==> config.mk <==
export PLATFORM = sky130hd
export DESIGN_NAME = coef_demux_loader_16b
export DESIGN_NICKNAME = d
export VERILOG_FILES = /design/src/rtl/coef_demux_loader_16b.sv
export SDC_FILE = /design/constraint.sdc
export NUM_CORES = 1
export LEC_CHECK = 0
export CAP_MARGIN = 20
export CORE_ASPECT_RATIO = 1.2
export CORE_UTILIZATION = 49
export CTS_BUF_LIST = sky130_fd_sc_hd__clkbuf_4 sky130_fd_sc_hd__clkbuf_8
export DETAILED_ROUTE_END_ITERATION = 8
export PLACE_DENSITY = 0.82
export SETUP_SLACK_MARGIN = 0.1
export SLEW_MARGIN = 20
export SYNTH_ARGS = -nofsm -noshare
export SYNTH_HDL_FRONTEND = slang
export SYNTH_SLANG_ARGS = --single-unit
==> constraint.sdc <==
create_clock -name clk -period 3.3 [get_ports clk]
set_clock_uncertainty 0.15 [all_clocks]
set_input_delay 0.33 -clock clk [delete_from_list [all_inputs] [get_ports clk]]
set_output_delay 0.33 -clock clk [all_outputs]
set_load 0.005 [all_outputs]
==> src/rtl/coef_demux_loader_16b.sv <==
`default_nettype none
// ============================================================================
// Module      : coef_demux_loader_16b
// Description : Serial-to-parallel coefficient loader. A valid/ready stream of
//               16-bit words is distributed across NTAPS coefficient
//               registers by an internal tap counter; a one-cycle done pulse
//               marks the end of a complete coefficient set.
// Revision    : 1.0 - initial release
// ============================================================================
module coef_demux_loader_16b #(
   parameter int NTAPS = 8,
   parameter int IDXW  = 3,
   parameter int W     = 16
) (
   input  logic                 clk,
   input  logic                 rst_n,
   input  logic                 start,
   input  logic [W-1:0]         in_data,
   input  logic                 in_valid,
   output logic                 in_ready,
   output logic [NTAPS*W-1:0]   coef_flat,
   output logic [IDXW-1:0]      load_idx,
   output logic                 busy,
   output logic                 done
);

   localparam logic [1:0] S_IDLE = 2'd0;
   localparam logic [1:0] S_LOAD = 2'd1;
   localparam logic [1:0] S_DONE = 2'd2;

   // Index of the final tap; the counter wraps here explicitly so that
   // non-power-of-two tap counts never run past the last register.
   localparam logic [IDXW-1:0] C_LAST_IDX = IDXW'(NTAPS - 1);

   logic [1:0]      state_q, state_d;
   logic [IDXW-1:0] idx_q, idx_d;
   logic [W-1:0]    coef_q [NTAPS];

   // in_ready is decoded from state alone, so accept depends only on
   // registered state and in_valid.
   logic w_accept;
   logic w_last;

   assign w_accept = in_valid & (state_q == S_LOAD);
   assign w_last   = (idx_q == C_LAST_IDX);
   assign load_idx = idx_q;

   // State and tap-counter register with synchronous active-low reset.
   always_ff @(posedge clk) begin
      if (!rst_n) begin
         state_q <= S_IDLE;
         idx_q   <= '0;
      end else begin
         state_q <= state_d;
         idx_q   <= idx_d;
      end
   end

   // Next-state and next-index logic.
   always_comb begin
      state_d = state_q;
      idx_d   = idx_q;
      case (state_q)
         S_IDLE: begin
            if (start) begin
               state_d = S_LOAD;
               idx_d   = '0;
            end
         end
         S_LOAD: begin
            if (w_accept) begin
               if (w_last) begin
                  idx_d   = '0;
                  state_d = S_DONE;
               end else begin
                  idx_d = idx_q + 1'b1;
               end
            end
         end
         S_DONE: begin
            state_d = S_IDLE;
         end
         default: begin
            state_d = S_IDLE;
            idx_d   = '0;
         end
      endcase
   end

   // Status outputs decoded purely from the current state.
   always_comb begin
      in_ready = 1'b0;
      busy     = 1'b0;
      done     = 1'b0;
      case (state_q)
         S_LOAD: begin
            in_ready = 1'b1;
            busy     = 1'b1;
         end
         S_DONE: begin
            done = 1'b1;
         end
         default: begin
            in_ready = 1'b0;
         end
      endcase
   end

   // One register per tap; reset clears every tap so a partial set never
   // survives a reset, otherwise untouched taps retain their value.
   generate
      for (genvar k = 0; k < NTAPS; k++) begin : g_coef
         // Capture the incoming word when this tap is the current target.
         always_ff @(posedge clk) begin
            if (!rst_n) begin
               coef_q[k] <= '0;
            end else if (w_accept && (idx_q == IDXW'(k))) begin
               coef_q[k] <= in_data;
            end
         end
         assign coef_flat[k*W +: W] = coef_q[k];
      end
   endgenerate

endmodule
`default_nettype wire

# ---- Word level (Yosys, flattened, before mapping)
# Memory sizes are Yosys's and may differ from the RTL's.
# Index checks and enable logic that the tools add are counted.
dict set report classes {
  addsub 1
  multipliers 0
  n_div 0
  n_lt_le_gt_ge 0
  eq_ne 12
  shifts 0
  mux 43
  n_bitwise 10
  reduce_logical 12
}
# operator n
set op_table {}
lappend op_table {{$mux W16} 8}
lappend op_table {{$mux W1} 27}
lappend op_table {{$eq A3 B3 Y1 const B} 4}
lappend op_table {{$mux W3} 3}
lappend op_table {{$pmux W3 S3} 1}
lappend op_table {{$logic_and A1 B1 Y1} 8}
lappend op_table {{$or A1 B1 Y1} 8}
lappend op_table {{$eq A3 B2 Y1 const B} 2}
lappend op_table {{$mux W2} 3}
lappend op_table {{$ne A2 B2 Y1 const B} 3}
lappend op_table {{$reduce_and A3 Y1} 2}
lappend op_table {{$pmux W2 S2} 1}
lappend op_table {{$add A3 B1 Y3 const B} 1}
lappend op_table {{$eq A3 B1 Y1 const B} 1}
lappend op_table {{$logic_not A3 Y1} 1}
lappend op_table {{$eq A2 B1 Y1 const B} 1}
lappend op_table {{$eq A2 B2 Y1 const B} 1}
lappend op_table {{$logic_not A2 Y1} 1}
lappend op_table {{$and A1 B1 Y1} 1}
lappend op_table {{$not A1 Y1} 1}
dict set report totals {
  reg_bits 5
  latch_bits 0
  ramBits 128
  rom_bits 0
  inputBits 20
  output_inout_bits 134
  word_cells 81
  n_memories 1
}
# memory depth width rd rd_ports_with_merged_regs wr line
set memory_table {}
lappend memory_table {coef_q 8 16 8 0 8 37} ;# logic [W-1:0] coef_q [NTAPS];

# ---- Logic depth before layout (Yosys ltp)
# Gate-level depths: netlist (run 1).
dict set report logic_depth {
  depth_word 7
  ltp_mapped 6
  depth_no_buf 5
}

# ---- Worst setup path after synthesis (run 1)
# Ideal clock, no wire load.
dict set report synth_timing {
  path_kind {register -> register}
  startpoint {reg idx_q[0], in the netlist load_idx[0]}
  endpoint {mem coef_q[7][0], in the netlist coef_q[1][48], enable pin}
  setup_ns 0.411
  arrival_time_ns 1.983
  required_time_ns 2.739
  setup_slack_ns 0.756
  stages_incl_launch_ff 5
  n_path_buf 0
  period_less_slack_ns 2.544
  cell_sequence {dfxtp_1 ha_1 ha_1 inv_1 o21ai_0}
}
# element line
set synth_rtl {}
lappend synth_rtl {{from (decl)} 36} ;# logic [IDXW-1:0] idx_q, idx_d;
lappend synth_rtl {{from (signal assigned)} 55} ;# idx_q <= idx_d;
lappend synth_rtl {{to (decl)} 37}

# ---- Final worst setup path (run 1)
dict set report layout_timing {
  startpoint {reg state_q[1]}
  endpoint {out done}
}
dict set report layout_between {
  elab_chain_cells 2
}
# element line
set layout_rtl {}
lappend layout_rtl {{from (decl)} 35} ;# logic [1:0] state_q, state_d;
lappend layout_rtl {{from (signal assigned)} 54} ;# state_q <= state_d;
lappend layout_rtl {{$eq A2 B2 Y1} 95} ;# case (state_q)
lappend layout_rtl {{$mux W1} 95}
lappend layout_rtl {{to (decl)} 24} ;# output logic done
# Every way passes these cells.

==> results.sh, run 1 <==
export IMPL_fillers=716
export IMPL_yosys_area_top_type="edfxtp_1"
export IMPL_final_cell_mix="clkdlybuf4s50_1 (153), edfxtp_1 (128), and2_1 (119)"
export IMPL_grt_max_degree=18
export IMPL_syn_area_um2=5310
export IMPL_track_usage=0.219
export IMPL_cp_arrival_ps=1880
export IMPL_max_slew_worst_pin_slew_ps=720
export IMPL_die_h_um=116
export IMPL_gp_congestion=0.851
export IMPL_clock_root_buffer="clkbuf_8"
export IMPL_yosys_register_bits=133
export IMPL_vias=3217
export IMPL_fmax_mhz=423
export IMPL_antenna_found_initial=0
export IMPL_netlist_instances=329
export IMPL_hold_end="load_idx[1]$_SDFFE_PN0P_"
export IMPL_grt_pass1_vias=3217
export IMPL_leakage_uw=0.00272
export IMPL_ant_nets=0
export IMPL_viasPerCell=5.05
export IMPL_dr_pass1_iters=4
export IMPL_final_common_cell="clkdlybuf4s50_1"
export IMPL_grt_pass1_wl_um=17700
export IMPL_routedWlPerCell_um=18.5
export IMPL_drt_iter0_drc=125
export IMPL_port_buffers=153
export IMPL_regArea_um2=3940
export IMPL_min_path_type="flip-flop to flip-flop"
export IMPL_die_area_um2=11300
export IMPL_synth_top_family_by_area="simple AND/OR/NAND/NOR gates"
export IMPL_die_w_um=97.0
export IMPL_core_um2=10500
export IMPL_critPathTopFamily="flip-flops"
export IMPL_cts_sinks=133
export IMPL_yosysWarnings=0
export IMPL_worstSetupPathType="flip-flop to output port"
export IMPL_antenna_cells=0
export IMPL_synth_fa_ha_area_frac=0.0141
export IMPL_crit_slowest_cell="dfxtp_1"
export IMPL_ys_seq_area_frac=0.743
export IMPL_hold_viol=0
export IMPL_ctsHoldBuffers=0
export IMPL_reg2reg_setup_slack_ps=1260
export IMPL_utilization=0.694
export IMPL_cp_start_kind="flip-flop"
export IMPL_dp_slack_ps=979
export IMPL_synthesis_nets=355
export IMPL_clock_path_buffers=2
export IMPL_start_util=0.505
export IMPL_drc=0
export IMPL_clk_latency_ps=440
export IMPL_setup_tns_ps=0
export IMPL_ys_types=28
export IMPL_hp_start="load_idx[1]$_SDFFE_PN0P_"
export IMPL_wl_um=11800
export IMPL_nets=522
export IMPL_cts_resized_gates=0
export IMPL_synth_simple_area_share=0.199
export IMPL_place_area_um2=6960
export IMPL_crit_path_max_fanout=12
export IMPL_regToRegStartpoint="load_idx[2]$_SDFFE_PN0P_"
export IMPL_peakVddDrop_v=0.000248
export IMPL_min_path_cells=2
export IMPL_min_period_over_period=0.716
export IMPL_maxSlewViolCount=0
export IMPL_power_density_nw_per_um2=463
export IMPL_grt_ovfl_total=0
export IMPL_synth_area_leaders="edfxtp_1 (72%), and2_1 (14%), dfxtp_1 (1.9%), ha_1 (1.4%), and2_2 (1.3%)"
export IMPL_critPathMaxStageDelay_ps=730
export IMPL_rsz0062_at_grt="no"
export IMPL_crit_buf_inv=1
export IMPL_fin_area_um2=7290
export IMPL_critPathCaptureType="output port"
export IMPL_worst_slack_ps=938
export IMPL_synth_compound_area_frac=0.0134
export IMPL_io_pins=154
export IMPL_avgSynthCellArea_um2=16.1
export IMPL_regToRegEndpoint="coef_q[1][25]$_SDFFCE_PN0P_"
export IMPL_startpoint="state_q[1]$_SDFFE_PN0P_"
export IMPL_reg2regPathDepth=3
export IMPL_required_ps=2820
export IMPL_cts_tree="yes"
export IMPL_slew_headroom=0.516
export IMPL_htree_num_levels=4
export IMPL_drive_above_1_share=0.118
export IMPL_power_total_uw=3370
export IMPL_multi_input_area_um2=1220
export IMPL_synth_xor_area_share=0
export IMPL_finalSetupViolCount=0
export IMPL_area_growth_pct=37.4
export IMPL_dp_hpwl_um=8490
export IMPL_outcome="finished, final reports clean"
export IMPL_numCtsBuffers=17
export IMPL_synth_area_mux_share=0.00377
export IMPL_max_cap_viol_count=0
export IMPL_synth_top_area_frac=0.724
export IMPL_min_period_ps=2360
export IMPL_path_cells="nor2b_1 -> clkdlybuf4s50_1"
export IMPL_cts_setup_buffers=0
export IMPL_std_cell_rows=41
export IMPL_clk_pin_slew_ps=80
-- report_power, final --
| part | internal [uW] | total [uW] | switching, uW | leakage [uW] |
|---|---|---|---|---|
| combinational | 143 | 261 | 118 | 0.00118 |
| clock | 591 | 1180 | 589 | 0.000173 |
| sequential | 1910 | 1930 | 24.6 | 0.00136 |
| total | 2640 | 3370 | 732 | 0.00272 |
-- worst max path at each step --
stage | end | slack, ps | depth (start not counted)
after global placement | coef_q[0][33]$_SDFFCE_PN0P_ | 1100 | 4
after global routing | done | 850 | 2
after CTS | done | 920 | 2
after floorplan | coef_q[1][48]$_SDFFCE_PN0P_ | 760 | 4
after detailed placement | coef_q[0][36]$_SDFFCE_PN0P_ | 980 | 4
final | done | 940 | 2
-- stage by stage --
step | instances | hold slack (ps)
after floorplan | 329 | 319
after global placement | 606 | 360
after detailed placement | 606 | 360
after CTS | 637 | 352
after global routing | 637 | 382
final | 637 | 374
-- area by class of cell --
cell class                 instances  area share
sequential                       133       0.541
clock buffer                      19      0.0341
multi-input combinational        175       0.168
timing repair buffer             162       0.219
clock inverter                    12      0.0123
tap                              129      0.0221
inverter                           7     0.00360
-- registers in the layout (all words and copies together), names as in the netlist --
name / count
coef_q: 128
state_q: 2
load_idx: 3
-- worst reg2reg max path: cells and delay by family (launching register included) --
family        cells  cell delay [ps]
simple gates      3             1090
flops             1              660
-- synthesized netlist by cell type --
cell      instances
and2_1          119
and2_2            9
and4_1            2
buf_2             2
buf_4             6
buf_6             5
clkbuf_1          1
dfxtp_1           5
edfxtp_1        128
ha_1              6
inv_1             7
mux2i_1           2
nand2_1           5
nand2_2           3
nand2_4           1
nand2b_2          1
nand3_1           3
nand3b_1          1
nor2_1            1
nor2b_1           1
nor2b_4           1
nor3_1            1
nor3_4            3
nor3b_1           1
nor4_4            3
o21ai_0          10
o31ai_2           1
o32ai_1           1
-- layer usage --
metal  global-route usage  share of wire
met5                    0              0
met4                0.112          0.026
met3               0.0639          0.059
met2                0.398           0.53
met1                0.232           0.39
-- logic make-up after synthesis --
logic type                 after synthesis
AOI/OAI and AO/OA                       12
DFF                                    133
adders and majority gates                6
and+or+nand+nor                        155
buffers and inverters                   21
muxes                                    2
No activity file was read; power rests on OpenSTA's default activity.
==> run 2: changes to the inputs <==
--- a/config.mk
+++ b/config.mk
@@ -7,10 +7,10 @@
 export LEC_CHECK = 0
 export CAP_MARGIN = 20
 export CORE_ASPECT_RATIO = 1.2
-export CORE_UTILIZATION = 49
+export CORE_UTILIZATION = 44
 export CTS_BUF_LIST = sky130_fd_sc_hd__clkbuf_4 sky130_fd_sc_hd__clkbuf_8
 export DETAILED_ROUTE_END_ITERATION = 8
-export PLACE_DENSITY = 0.82
+export PLACE_DENSITY = 0.78
 export SETUP_SLACK_MARGIN = 0.1
 export SLEW_MARGIN = 20
 export SYNTH_ARGS = -nofsm -noshare
==> constraint.sdc (replaced) <==
create_clock -name clk -period 2.1 [get_ports clk]
set_clock_uncertainty 0.15 [all_clocks]
set_input_delay 0.21 -clock clk [delete_from_list [all_inputs] [get_ports clk]]
set_output_delay 0.21 -clock clk [all_outputs]
set_load 0.005 [all_outputs]
==> results.sh, run 2 (synthesized netlist as in run 1, its figures left out) <==
export IMPL_vias=3222
export IMPL_min_period_over_period=0.916
export IMPL_fmax_mhz=520
export IMPL_hold_viol=0
export IMPL_antenna_cells=0
export IMPL_clk_pin_slew_ps=70
export IMPL_power_density_nw_per_um2=769
export IMPL_power_total_uw=5850
export IMPL_clock_root_buffer="clkbuf_8"
export IMPL_min_period_ps=1920
export IMPL_setup_tns_ps=0
export IMPL_hp_start="start"
export IMPL_final_cell_mix="clkdlybuf4s50_1 (153), edfxtp_1 (128), and2_1 (119)"
export IMPL_finalSetupViolCount=0
export IMPL_drc=0
export IMPL_wl_um=11900
export IMPL_clock_path_buffers=2
export IMPL_cp_start_kind="flip-flop"
export IMPL_ant_nets=0
export IMPL_reg2regPathDepth=4
export IMPL_dp_slack_ps=-21.2
export IMPL_numCtsBuffers=17
export IMPL_final_cell_count_no_fill=673
export IMPL_core_um2=11700
export IMPL_maxSlewViolCount=0
export IMPL_dr_pass1_iters=4
export IMPL_outcome="finished, final reports clean"
export IMPL_htree_num_levels=4
export IMPL_worst_slack_ps=176
export IMPL_track_usage=0.198
export IMPL_port_buffers=153
export IMPL_required_ps=1740
export IMPL_grt_max_degree=18
export IMPL_drive_above_1_share=0.149
export IMPL_crit_path_max_fanout=12
export IMPL_worstSetupPathType="flip-flop to output port"
export IMPL_nets=529
export IMPL_std_cell_rows=43
export IMPL_ctsHoldBuffers=0
export IMPL_clk_latency_ps=420
export IMPL_start_util=0.455
export IMPL_die_h_um=122
export IMPL_die_area_um2=12500
export IMPL_gp_congestion=0.829
export IMPL_drt_iter0_drc=126
export IMPL_rsz0062_at_grt="no"
export IMPL_fillers=842
export IMPL_max_slew_worst_pin_slew_ps=477
export IMPL_holdWs_ps=352
export IMPL_regToRegEndpoint="coef_q[0][63]$_SDFFCE_PN0P_"
export IMPL_cts_tree="yes"
export IMPL_viasPerCell=4.79
export IMPL_slew_headroom=0.681
export IMPL_reg2reg_setup_slack_ps=330
export IMPL_top_register="coef_q"
export IMPL_min_path_type="input pin to flip-flop"
export IMPL_peakVddDrop_v=0.000370
export IMPL_cp_arrival_ps=1560
export IMPL_dp_cells=638
export IMPL_antenna_found_initial=0
export IMPL_critPathCaptureType="output port"
export IMPL_hold_end="state_q[0]$_SDFFE_PN0P_"
export IMPL_area_growth_pct=43.1
export IMPL_final_common_cell="clkdlybuf4s50_1"
export IMPL_io_pins=154
export IMPL_grt_ovfl_total=0
export IMPL_routedWlPerCell_um=17.6
export IMPL_max_cap_viol_count=0
export IMPL_cts_sinks=133
export IMPL_min_path_cells=3
export IMPL_grt_pass1_vias=3242
export IMPL_largest_reg_flops=128
export IMPL_leakage_uw=0.00284
export IMPL_dp_hpwl_um=8460
export IMPL_regToRegStartpoint="load_idx[0]$_SDFFE_PN0P_"
export IMPL_die_w_um=102
export IMPL_grt_pass1_wl_um=17700
run 2: cell count changes in the layout (fill, tap and decap cells not counted), sizes merged:
cell	delta
clkbuf	-1
clkinv	-1
clkinvlp	-1
buf	+7
bufinv	+4
run 2: what timing repair did:
item | CTS | global route
hold endpoints to repair | 0 | 0
pin swaps | 0 | 1
endpoints found under the setup margin | 3 | 36
resized for setup | 4 | 2
setup buffers | 0 | 3
run 2: critical path, stage by stage, from the launching register on:
cell and delay, ps:
dfxtp_4 470, nor2b_1 170, clkdlybuf4s50_1 510
run 2: worst max-delay path by stage:
stage,start,endpoint,slack [ps],cells after the start
4_1_cts,load_idx[2]$_SDFFE_PN0P_,load_idx[2],130,1
3_5_place_dp,rst_n,coef_q[1][23]$_SDFFCE_PN0P_,-20,4
6_report,state_q[1]$_SDFFE_PN0P_,done,180,2
3_3_place_gp,rst_n,coef_q[1][54]$_SDFFCE_PN0P_,60,3
2_1_floorplan,state_q[1]$_SDFFE_PN0P_,coef_q[1][16]$_SDFFCE_PN0P_,40,3
5_1_grt,state_q[1]$_SDFFE_PN0P_,done,100,2
run 2: stage by stage:
step | area, um^2 | util
6_report | 7600 | 0.651
5_1_grt | 7600 | 0.651
4_1_cts | 7560 | 0.648
3_5_place_dp | 7100 | 0.608
3_3_place_gp | 7100 | 0.608
2_1_floorplan | 5330 | -
run 2: power by group:
group          total, uW  switching (uW)  internal, uW
logic                435             191           244
clock network       2370             957          1420
registers           3040            38.8          3000
run 2: routing by layer:
layer / vias up / GRT usage / wire length, um
li1: 1505 / - / -
met1: 1575 / 0.233 / 4600
met2: 130 / 0.348 / 6370
met3: 12 / 0.0513 / 712
met4: 0 / 0.0732 / 179
met5: - / 0 / 0
run 2: area by class of cell:
class	count	area, um^2	share of cell area
Clock buffer	18	241	0.0318
Clock inverter	14	209	0.0275
Inverter	7	26.3	0.00346
Multi-Input combinational cell	175	1240	0.164
Sequential cell	133	3950	0.520
Tap cell	157	196	0.0259
Timing Repair Buffer	169	1730	0.227
==> run 3: changes to the inputs <==
--- a/config.mk
+++ b/config.mk
@@ -5,7 +5,6 @@
 export SDC_FILE = /design/constraint.sdc
 export NUM_CORES = 1
 export LEC_CHECK = 0
-export CAP_MARGIN = 20
 export CORE_ASPECT_RATIO = 1.2
 export CORE_UTILIZATION = 44
 export CTS_BUF_LIST = sky130_fd_sc_hd__clkbuf_4 sky130_fd_sc_hd__clkbuf_8
==> results of run 3 <==
The final DEF is identical to that of run 2; final timing and power are the same.
